[src/rtl/rom_image_loader.sv]
// Streams bytes from a valid/ready source into the 4 x 4096-byte cartridge image store,
// one registered write per accepted byte. Define ROM_LOADER_CHECKSUM_EN to add a running 16-bit byte sum.
module rom_image_loader #(
    parameter int ADDR_W = 12,
    parameter int BANK_W = 2,
    parameter int LEN_W  = 15
) (
    input  logic              clk,
    input  logic              reset,
    input  logic              start,
    input  logic [BANK_W-1:0] start_bank,
    input  logic [ADDR_W-1:0] start_addr,
    input  logic [LEN_W-1:0]  length,
    input  logic              in_valid,
    input  logic [7:0]        in_data,
    output logic              in_ready,
    output logic              wr_en,
    output logic [BANK_W-1:0] wr_bank,
    output logic [ADDR_W-1:0] wr_addr,
    output logic [7:0]        wr_data,
    output logic              busy,
`ifdef ROM_LOADER_CHECKSUM_EN
    output logic [15:0]       checksum,
`endif
    output logic              done
);

    localparam int PTR_W = BANK_W + ADDR_W;
    localparam logic [LEN_W-1:0] MAX_LEN = LEN_W'(1) << PTR_W;

    typedef enum logic [1:0] {
        IDLE = 2'd0,
        LOAD = 2'd1,
        DONE = 2'd2
    } state_t;

    state_t             state_reg, state_next;
    logic [PTR_W-1:0]   ptr_reg;
    logic [LEN_W-1:0]   rem_reg;
    logic [LEN_W-1:0]   len_clamped;
    logic               start_accept;
    logic               transfer;
    logic               wr_en_reg;
    logic [BANK_W-1:0]  wr_bank_reg;
    logic [ADDR_W-1:0]  wr_addr_reg;
    logic [7:0]         wr_data_reg;

    assign len_clamped  = (length > MAX_LEN) ? MAX_LEN : length;
    assign start_accept = (state_reg == IDLE) && start;
    assign transfer     = in_valid && in_ready;

    always_ff @(posedge clk) begin
        if (reset) begin
            state_reg <= IDLE;
        end else begin
            state_reg <= state_next;
        end
    end

    always_comb begin
        state_next = state_reg;
        case (state_reg)
            IDLE: begin
                if (start) begin
                    state_next = (len_clamped == '0) ? DONE : LOAD;
                end
            end
            LOAD: begin
                if (transfer && rem_reg == LEN_W'(1)) begin
                    state_next = DONE;
                end
            end
            DONE:    state_next = IDLE;
            default: state_next = IDLE;
        endcase
    end

    always_comb begin
        in_ready = (state_reg == LOAD);
        busy     = (state_reg != IDLE);
        done     = (state_reg == DONE);
    end

    // The {bank, addr} pointer is one counter, so address wrap carries into the bank
    // and the top bank wraps back to bank 0 for free.
    always_ff @(posedge clk) begin
        if (reset) begin
            ptr_reg     <= '0;
            rem_reg     <= '0;
            wr_en_reg   <= 1'b0;
            wr_bank_reg <= '0;
            wr_addr_reg <= '0;
            wr_data_reg <= '0;
        end else begin
            wr_en_reg <= transfer;
            if (start_accept) begin
                ptr_reg <= {start_bank, start_addr};
                rem_reg <= len_clamped;
            end
            if (transfer) begin
                wr_bank_reg <= ptr_reg[PTR_W-1:ADDR_W];
                wr_addr_reg <= ptr_reg[ADDR_W-1:0];
                wr_data_reg <= in_data;
                ptr_reg     <= ptr_reg + PTR_W'(1);
                rem_reg     <= rem_reg - LEN_W'(1);
            end
        end
    end

    assign wr_en   = wr_en_reg;
    assign wr_bank = wr_bank_reg;
    assign wr_addr = wr_addr_reg;
    assign wr_data = wr_data_reg;

`ifdef ROM_LOADER_CHECKSUM_EN
    logic [15:0] checksum_reg;

    // Accumulates on the transfer so the new sum appears alongside its write strobe.
    always_ff @(posedge clk) begin
        if (reset || start_accept) begin
            checksum_reg <= '0;
        end else if (transfer) begin
            checksum_reg <= checksum_reg + {8'd0, in_data};
        end
    end

    assign checksum = checksum_reg;
`endif

endmodule
[config.mk]
export PLATFORM = sky130hd
export DESIGN_NAME = rom_image_loader
export DESIGN_NICKNAME = d
export VERILOG_FILES = /design/src/rtl/rom_image_loader.sv
export SDC_FILE = /design/constraint.sdc
export NUM_CORES = 1
export LEC_CHECK = 0
export BUFFER_PORTS_ARGS = -buffer_cell sky130_fd_sc_hd__buf_2
export CAP_MARGIN = 10
export CELL_PAD_IN_SITES_DETAIL_PLACEMENT = 1
export CELL_PAD_IN_SITES_GLOBAL_PLACEMENT = 2
export CORE_ASPECT_RATIO = 0.7
export CORE_UTILIZATION = 30
export DETAILED_ROUTE_END_ITERATION = 7
export GPL_ROUTABILITY_DRIVEN = 0
export MAX_ROUTING_LAYER = met4
export PLACE_DENSITY = 0.88
export SLEW_MARGIN = 15
export SYNTH_ARGS = -nofsm -noshare
export SYNTH_HDL_FRONTEND = slang
export SYNTH_SLANG_ARGS = --single-unit
[constraint.sdc]
create_clock -name clk -period 4.8 [get_ports clk]
set_input_delay 0.24 -clock clk [delete_from_list [all_inputs] [get_ports clk]]
set_output_delay 0.24 -clock clk [all_outputs]
set_load 0.02 [all_outputs]
==> results.py <==
metrics = {
    "yosys": {
        "ys_warn_count": 0,
        "synth_edf_count": 0,
        "synthSimpleGateAreaFrac": 0.305,
        "syn_area_per_cell_um2": 7.87,
        "yosysMostFrequentCell": "nand2_1",
        "synth-xor-area-share": 0.0161,
        "syn_nets": 390,
        "synth.distinct_cells": 52,
        "ys_seq_elements": 54,
        "synth_top_family_by_area": "simple AND/OR/NAND/NOR gates",
        "synthCells": 346,
        "synth-compound-area-share": 0.197,
        "muxShareOfSynthArea": 0.0271,
        "syn-cell-area_um2": 2720,
        "synthAdderAreaFrac": 0.0138,
        "ys_async_sr_fraction": 0,
        "synth_flop_cell": "dfxtp_1",
        "synth_area_leader_cell": "dfxtp_1",
        "ys_seq_area_frac": 0.397,
        "yosysTopAreaCellShare": 0.397,
        "synth_commonest_cells": "nand2_1 (64), dfxtp_1 (54), a21oi_1 (40)",
        "yosys-top-cells-area": "dfxtp_1 (40%), nand2_1 (8.8%), a21oi_1 (7.3%), nand3_1 (3.7%), or4_1 (3.0%)",
    },
    "critical_path": {
        "criticalPathCategory": "flop to flop",
        "cp_data_arrival_time_ps": 2640,
        "crit_path_end_kind": "flop",
        "r2r-start": "state_reg[0]",
        "cp.required_ps": 4960,
        "startpoint": "state_reg[0]",
        "cp-start-kind": "flop",
        "worst-path-max-fanout": 23,
    },
    "detailed_routing": {
        "drc": 0,
        "num_vias": 2786,
        "drt-initial-drc-count": 157,
        "drtPass1Iterations": 4,
        "viasPerCell": 5.36,
        "routedWlPerCell_um": 16.5,
        "ant_nets": 0,
        "totalWireLength_um": 8570,
    },
    "status": {
        "status": "completed",
    },
    "clock_tree": {
        "cts_tree": "yes",
        "cts.clk_slew.worst_paths_ps": 70,
        "ctsResizeCount": 0,
        "postCtsSetupBuffers": 0,
        "clk_path_buf_depth": 2,
        "clk_latency_ps": 290,
        "cts_buffers": 5,
        "cts-root-buf": "clkbuf_16",
        "cts_hold_buf": 0,
        "htree_num_levels": 2,
        "cts_sinks": 54,
    },
    "global_route": {
        "grt_pass1_vias": 2757,
        "grt_max_degree": 63,
        "grt_overflow": 0,
        "grt_pass1_wl_um": 13700,
        "grt_use_total": 0.192,
        "antenna_found_initial": 0,
    },
    "power": {
        "power.density_nw_per_um2": 334,
        "irDropWorstVdd_mv": 0.138,
        "leakagePower_nw": 1.28,
    },
    "sta": {
        "worst_pin_slew_ps": 1150,
        "max_slew_margin": 0.236,
        "finalCritPeriodShare": 0.515,
        "clock-skew-final_ps": 4.35,
        "rsz0062_at_grt": "false",
        "fmax_ghz": 0.405,
        "fin_tns_setup_ps": 0,
        "min_period_ps": 2470,
        "setup_viol": 0,
        "hold_violations": 0,
        "final_max_slew_viol_count": 0,
    },
    "layout": {
        "syn_to_final_growth_pct": 21.9,
        "final_nets": 443,
        "largest_reg_flops": 15,
        "antenna_cells": 0,
        "drive_gt1_frac": 0.225,
        "fin_util": 0.385,
    },
    "place": {
        "dp_hpwl_um": 6010,
        "io_buffers": 66,
    },
    "min_path": {
        "hold_path_class": "input pin to flop",
        "hold_start": "in_data[0]",
    },
    "floorplan": {
        "core_um2": 8620,
        "row_count": 28,
        "ios": 67,
        "die_w_um": 116,
        "initial_core_util": 0.316,
        "die_area_um2": 9470,
        "die_h_um": 81.7,
    },
    "job": {
        "drv_cap": 0,
    },
}
routing by layer:
metal  vias up  track usage  part of all wire
met4         0       0.0436            0.0033
met3         4       0.0406             0.056
met5         -            -                 0
met1      1349        0.261              0.50
li1       1365            -                 -
met2        68        0.291              0.44
stage by stage:
step / setup slack (ps) / cell area, um2 / std cells / total power, mW / hold slack, ps
after floorplan: 2940 / 2720 / 346 / 0.632 / 376
after global placement: 2220 / 3140 / 511 / 0.696 / 442
after detailed placement: 2120 / 3140 / 511 / 0.701 / 445
after CTS: 2090 / 3300 / 519 / 1.12 / 183
after global routing: 2100 / 3320 / 520 / 1.16 / 186
final: 2330 / 3320 / 520 / 1.11 / 187
cell families (layout without fill, tap and decap cells):
| kind of cell | count (synthesis) | after routing |
|---|---|---|
| flip-flops | 54 | 54 |
| AO/OA/AOI/OAI | 86 | 86 |
| XOR/XNOR | 5 | 5 |
| AND/OR/NAND/NOR | 160 | 160 |
| multiplexers | 7 | 7 |
| adder cells (fa/ha/maj) | 3 | 3 |
| buffers and inverters | 31 | 85 |
path summary, 6_finish.rpt:
kind / to / slack (ps) / cells after the start
max: ptr_reg[4] / 2330 / 5
min: wr_data[0] / 190 / 3
max reg2reg: ptr_reg[4] / 2330 / 5
min reg2reg: wr_addr[10] / 450 / 2
report_power, final:
group          switching, mW  internal (mW)  total (mW)  leakage, nW
Sequential            0.0315          0.473       0.505        0.441
Combinational          0.116         0.0740       0.190        0.757
Clock                  0.167          0.247       0.414       0.0771
critical path, cell delays in order, from the launching register on:
cell and delay, ps:
dfxtp_1 490, and3b_1 780, buf_4 400, and4_1 250, nor3_1 50, a2111oi_0 370
final cells by class:
cell class                 instances  area, um2
clock buffer                       6        129
fill                            1104       5300
clock inverter                     2       37.5
multi-input combinational        261       1530
sequential                        54       1080
tap                              120        150
inverter                           7       26.3
timing repair buffer              70        368
layout by cell type (no fill, tap or decap), types with 2 or more instances in the layout:
cell | netlist | routed
a21oi_1 | 40 | 40
a22oi_1 | 7 | 7
a31oi_1 | 8 | 8
and3_1 | 3 | 3
and4_1 | 3 | 3
buf_2 | 3 | 66
buf_4 | 0 | 3
clkbuf_16 | 0 | 5
dfxtp_1 | 54 | 54
ha_1 | 3 | 3
inv_1 | 7 | 7
mux2_2 | 3 | 3
mux2i_1 | 4 | 4
nand2_1 | 64 | 64
nand2b_1 | 3 | 3
nand3_1 | 20 | 20
nand3b_1 | 2 | 2
nand4_1 | 4 | 4
nand4b_1 | 6 | 6
nor2_1 | 16 | 16
nor2b_1 | 2 | 2
nor3_1 | 4 | 4
nor3b_1 | 3 | 2
nor4_1 | 5 | 5
o211ai_1 | 3 | 3
o21ai_0 | 9 | 9
o22ai_1 | 3 | 3
o311ai_0 | 3 | 3
o31a_1 | 2 | 2
or2_2 | 4 | 4
or3_1 | 3 | 3
or4_1 | 11 | 11
xnor2_1 | 3 | 3
xor2_1 | 2 | 2
Power figures use the tool's default switching activity.
